File: src/rtl/inst_fetch_stage.sv
// IF stage: owns the PC, issues one SRAM-style fetch at a time and fills the F/D slot.
// Handles decode stalls, branch delay slots, CP0 flushes and misaligned-PC (AdEL) fetches.
module inst_fetch_stage #(
    parameter logic [31:0] RESET_PC = 32'hBFC0_0000
) (
    input  logic        clk,
    input  logic        rst,
    input  logic        stall_d,
    input  logic        redirect,
    input  logic [31:0] redirect_pc,
    input  logic        flush,
    input  logic [31:0] flush_pc,
    output logic        inst_req,
    output logic [31:0] inst_addr,
    input  logic        inst_addr_ok,
    input  logic        inst_data_ok,
    input  logic [31:0] inst_rdata,
    output logic [31:0] instr_d,
    output logic [31:0] pc_d,
    output logic        valid_d,
    output logic        adel_d,
    output logic        fetch_stall
);

    localparam logic [1:0] S_REQ  = 2'd0;
    localparam logic [1:0] S_WAIT = 2'd1;
    localparam logic [1:0] S_HOLD = 2'd2;

    logic [1:0]  state;
    logic [31:0] pc_f;
    logic [31:0] tgt_pc;
    logic        tgt_pend;
    logic        discard;
    logic [31:0] hold_instr;
    logic [31:0] hold_pc;
    logic        hold_adel;

    logic        misaligned;
    logic        word_vld;
    logic [31:0] word_instr;
    logic        can_load;
    logic        take_hold;
    logic        advance;
    logic        outstanding;
    logic [31:0] seq_pc;

    assign misaligned  = pc_f[1:0] != 2'b00;
    assign inst_req    = !rst && state == S_REQ && !misaligned;
    assign inst_addr   = pc_f;
    assign fetch_stall = !valid_d;

    always_comb begin
        word_vld    = 1'b0;
        word_instr  = misaligned ? 32'd0 : inst_rdata;
        can_load    = !stall_d || !valid_d;
        take_hold   = state == S_HOLD && !stall_d;
        outstanding = 1'b0;
        seq_pc      = pc_f + 32'd4;
        if (state == S_REQ)
            word_vld = misaligned || (inst_addr_ok && inst_data_ok);
        else if (state == S_WAIT)
            word_vld = inst_data_ok && !discard;
        advance = (word_vld && can_load) || take_hold;
        // A request still in flight after this edge must have its data dropped
        if (state == S_WAIT && !inst_data_ok)
            outstanding = 1'b1;
        else if (inst_req && inst_addr_ok && !inst_data_ok)
            outstanding = 1'b1;
        // A redirect arriving as the delay slot lands steers the very next fetch
        if (redirect)
            seq_pc = redirect_pc;
        else if (tgt_pend)
            seq_pc = tgt_pc;
    end

    always_ff @(posedge clk) begin
        if (rst) begin
            state      <= S_REQ;
            pc_f       <= RESET_PC;
            tgt_pc     <= 32'd0;
            tgt_pend   <= 1'b0;
            discard    <= 1'b0;
            instr_d    <= 32'd0;
            pc_d       <= 32'd0;
            valid_d    <= 1'b0;
            adel_d     <= 1'b0;
            hold_instr <= 32'd0;
            hold_pc    <= 32'd0;
            hold_adel  <= 1'b0;
        end else if (flush) begin
            pc_f     <= flush_pc;
            tgt_pend <= 1'b0;
            valid_d  <= 1'b0;
            discard  <= outstanding;
            state    <= outstanding ? S_WAIT : S_REQ;
        end else begin
            if (advance) begin
                pc_f     <= seq_pc;
                tgt_pend <= 1'b0;
            end else if (redirect) begin
                tgt_pc   <= redirect_pc;
                tgt_pend <= 1'b1;
            end

            if (advance) begin
                instr_d <= take_hold ? hold_instr : word_instr;
                pc_d    <= take_hold ? hold_pc : pc_f;
                adel_d  <= take_hold ? hold_adel : misaligned;
                valid_d <= 1'b1;
            end else if (!stall_d) begin
                valid_d <= 1'b0;
            end

            if (word_vld && !can_load) begin
                hold_instr <= word_instr;
                hold_pc    <= pc_f;
                hold_adel  <= misaligned;
            end

            unique case (state)
                S_REQ: begin
                    if (word_vld)
                        state <= can_load ? S_REQ : S_HOLD;
                    else if (inst_req && inst_addr_ok)
                        state <= S_WAIT;
                end
                S_WAIT: begin
                    if (inst_data_ok) begin
                        discard <= 1'b0;
                        state   <= (discard || can_load) ? S_REQ : S_HOLD;
                    end
                end
                S_HOLD: begin
                    if (!stall_d)
                        state <= S_REQ;
                end
                default: state <= S_REQ;
            endcase
        end
    end

endmodule

File: config.mk
export PLATFORM = sky130hd
export DESIGN_NAME = inst_fetch_stage
export DESIGN_NICKNAME = d
export VERILOG_FILES = /design/src/rtl/inst_fetch_stage.sv
export SDC_FILE = /design/constraint.sdc
export NUM_CORES = 1
export LEC_CHECK = 0
export CAP_MARGIN = 5
export CELL_PAD_IN_SITES_DETAIL_PLACEMENT = 1
export CELL_PAD_IN_SITES_GLOBAL_PLACEMENT = 2
export CORE_MARGIN = 5
export CORE_UTILIZATION = 29
export CTS_CLUSTER_DIAMETER = 80
export DETAILED_ROUTE_END_ITERATION = 7
export PLACE_DENSITY = 0.78
export SYNTH_ARGS = -nofsm -noshare
export SYNTH_HDL_FRONTEND = slang
export SYNTH_SLANG_ARGS = --single-unit
File: constraint.sdc
create_clock -name clk -period 2.9 [get_ports clk]
set_clock_uncertainty 0.15 [all_clocks]
set_input_delay 0.87 -clock clk [delete_from_list [all_inputs] [get_ports clk]]
set_output_delay 0.87 -clock clk [all_outputs]
set_load 0.03 [all_outputs]
==> run_results.csv <==
group,metric,value,unit
critical_path,max_stage_delay,0.55,ns
drt,dr_total_vias,9304,
placement,pre_cts_ws,-0.366,ns
timing,min_period,2.87,ns
power_and_ir_drop,p_int,0.00489,W
grt,antenna_found_initial,0,
clocking,clk_latency,0.45,ns
synth,ys_top_cells_by_count,"nand2_1, dfxtp_1, nor2_1",
critical_path,worst_r2r_startpoint,"inst_addr[14]",
drt,drt-total-wl,34300,µm
finish,drive_gt1_frac,0.102,
synth,synth_edf_count,0,
placement,dpl_cell_area,12000,µm²
grt,grt-ovfl-total,0,
critical_path,critPathArrivalTime,1.85,ns
grt,grt_max_degree,119,
run,maxCapViolations,0,
power_and_ir_drop,p_leak,4.45,nW
power_and_ir_drop,pwr_density_cell,579,nW/µm²
drt,via_per_inst,5.26,
floorplanning,top_level_ports,203,
synth,synthArstFlopShare,0,
finish,fin_area,12600,µm²
power_and_ir_drop,ir_drop,0.380,mV
critical_path,worstPathCellList,"nor4_1 -> and2_1 -> buf_4",
finish,fin_util,0.412,
synth,synth.avg_cell_area,7.86,µm²
clocking,cts_tree,"done",
floorplanning,fp.dieW,187,µm
critical_path,reg2reg_depth,5,
synth,ys_seq_area_frac,0.440,
placement,port_buffers,202,
floorplanning,die-area,34800,µm²
finish,nets,1463,
power_and_ir_drop,p_sw_frac,0.331,
synth,yosysMostFrequentCell,"nand2_1",
critical_path,startpoint,"inst_addr[1]",
power_and_ir_drop,p_seq_frac,0.420,
clocking,clock-root-buffer,"clkbuf_16",
timing,hold_viol_final,0,
worst_hold_path,min_from,"hold_instr[26]",
power_and_ir_drop,p_switching,0.00242,W
timing,rsz0062_at_grt,"yes",
placement,hpwl,24000,µm
timing,fmax,0.349,GHz
synth,ys.flop_type,"dfxtp_1",
worst_hold_path,whs_path_depth,2,
clocking,cts_sinks,199,
floorplanning,die_y,187,µm
finish,nFillCells,3638,
clocking,clk_pin_slew_worst_paths,0.08,ns
synth,synth_area_leaders,"dfxtp_1, nand2_1, a311oi_1",
critical_path,start_kind,"register",
finish,regArea,3980,µm²
timing,period_share,0.989,
drt,drc,0,
drt,ant_nets,0,
grt,grt_pass1_wl,53700,µm
power_and_ir_drop,p_clk_frac,0.331,
critical_path,crit_fanout,7,
grt,gr-usage-all-layers,0.188,
drt,wire_per_inst,19.4,µm
synth,syn-instance-count,1152,
floorplanning,start_util,0.295,
timing,worstMarginPinSlew,0.817,ns
finish,syn_to_final_growth,39.5,%
drt,drt-pass1-iter-count,5,
timing,setup_viol,0,
critical_path,slowest_stage,"nor4_1",
critical_path,rrSetupSlack,0.24,ns
floorplanning,row_count,64,
timing,slew_headroom,0.455,
synth,synth_top_cell_area_share,0.440,
critical_path,end_kind,"output pin",
finish,multiInputGateArea,4600,µm²
worst_hold_path,min_path_type,"reg -> reg",
timing,hold-worst-slack,0.307,ns
clocking,cts.path.max_buffers,2,
outcome,status,"finished clean",
critical_path,crit_required,1.88,ns
synth,syn_area,9050,µm²
synth,synthesis.nets,1256,
clocking,ctsHoldBuffers,0,
critical_path,crit_type,"reg -> out",
synth,yosysTopAreaCell,"dfxtp_1",
grt,first_global_vias,9366,
clocking,numCtsBuffers,17,
floorplanning,coreArea,30700,µm²
synth,ys_seq_elements,199,
timing,worst_slack,0.0314,ns
timing,slew_violations,0,
drt,drtIter0Drc,542,
finish,diodes,0,
worst_hold_path,hold_end,"hold_instr[26]",
power_and_ir_drop,pwr-share-comb,0.248,
critical_path,r2r-end,"inst_addr[26]",
clocking,h-tree-depth,4,
synth,ys_warn_count,0,
placement,place_congestion,0.810,
synth,synth_cell_types,64,
==> critical path, delay by kind of cell, from the launching register on <==
kind,cells,cell delay (ns)
buffers and inverters,1,0.18
flip-flops,1,0.44
AND/OR/NAND/NOR,2,0.79
==> worst max path at each step <==
stage / to / slack [ns] / cells past startpoint
floorplan: tgt_pc[0] / 0.35 / 6
global placement: instr_d[17] / -0.30 / 8
detailed placement: instr_d[11] / -0.37 / 8
CTS: inst_req / 0.03 / 3
global route: tgt_pc[17] / -0.04 / 9
finish: inst_req / 0.03 / 3
==> registers in the layout, indices dropped and copies added (netlist names) <==
signal,count
tgt_pc,32
tgt_pend,1
valid_d,1
hold_pc,32
instr_d,32
inst_addr,32
adel_d,1
state,2
hold_instr,32
discard,1
pc_d,32
hold_adel,1
==> through the flow <==
| step | instances | setup TNS [ns] | total power [W] |
|---|---|---|---|
| 6_report | 1768 | 0 | 0.00731 |
| 3_5_place_dp | 1732 | -36.57 | 0.00494 |
| 5_1_grt | 1768 | -0.825 | 0.00764 |
| 2_1_floorplan | 1152 | 0 | 0.00404 |
| 3_3_place_gp | 1732 | -29.54 | 0.00491 |
| 4_1_cts | 1764 | 0 | 0.00738 |
==> cell usage in the layout, fill, tap and decap left out, drive strengths merged, types with 7 or more instances in the layout <==
cell | netlist | layout
a211oi | 8 | 8
a21oi | 96 | 96
a221o | 9 | 9
a221oi | 13 | 13
a311oi | 66 | 66
buf | 31 | 95
clkbuf | 77 | 20
clkdlybuf4s50 | 0 | 199
dfxtp | 199 | 199
inv | 11 | 21
mux2i | 33 | 33
nand2 | 233 | 233
nand3 | 76 | 76
nand4 | 8 | 8
nor2 | 127 | 127
nor3 | 8 | 8
nor4 | 7 | 7
o211ai | 9 | 9
o21ai | 41 | 41
or3 | 8 | 8
==> layout make-up <==
type | count | area share
Multi-Input combinational cell | 834 | 0.364
Inverter | 11 | 0.00327
Timing Repair Buffer | 296 | 0.231
Sequential cell | 199 | 0.316
Tap cell | 396 | 0.0392
Clock inverter | 14 | 0.0113
Clock buffer | 18 | 0.0348
==> metal layers <==
metal | part of all wire | up-vias | GRT usage
li1 | - | 4521 | -
met4 | 0.011 | 0 | 0.0406
met3 | 0.043 | 22 | 0.0368
met5 | 0 | - | 0
met2 | 0.46 | 226 | 0.296
met1 | 0.49 | 4535 | 0.267
==> kinds of logic after synthesis <==
logic type | count (synthesis) | share of synthesized area
flops | 199 | 0.440
simple gates | 498 | 0.236
buf+inv | 119 | 0.0547
compound gates | 294 | 0.223
xor+xnor | 8 | 0.00774
fa+ha+maj | 1 | 0.00138
mux | 33 | 0.0365
==> power groups by stage <==
stage               Sequential (W)  Clock [W]  Combinational (W)
floorplan                  0.00339          0           0.000653
global placement           0.00314          0            0.00177
detailed placement         0.00314          0            0.00180
CTS                        0.00308    0.00250            0.00180
global route               0.00310    0.00260            0.00195
finish                     0.00307    0.00242            0.00181
==> timing repair <==
item,in CTS,in global routing
endpoints found under the setup margin,0,36
endpoints found under the hold margin,0,0
gates resized for setup,0,1
buffers inserted,0,2
Power figures use the tool's default switching activity.
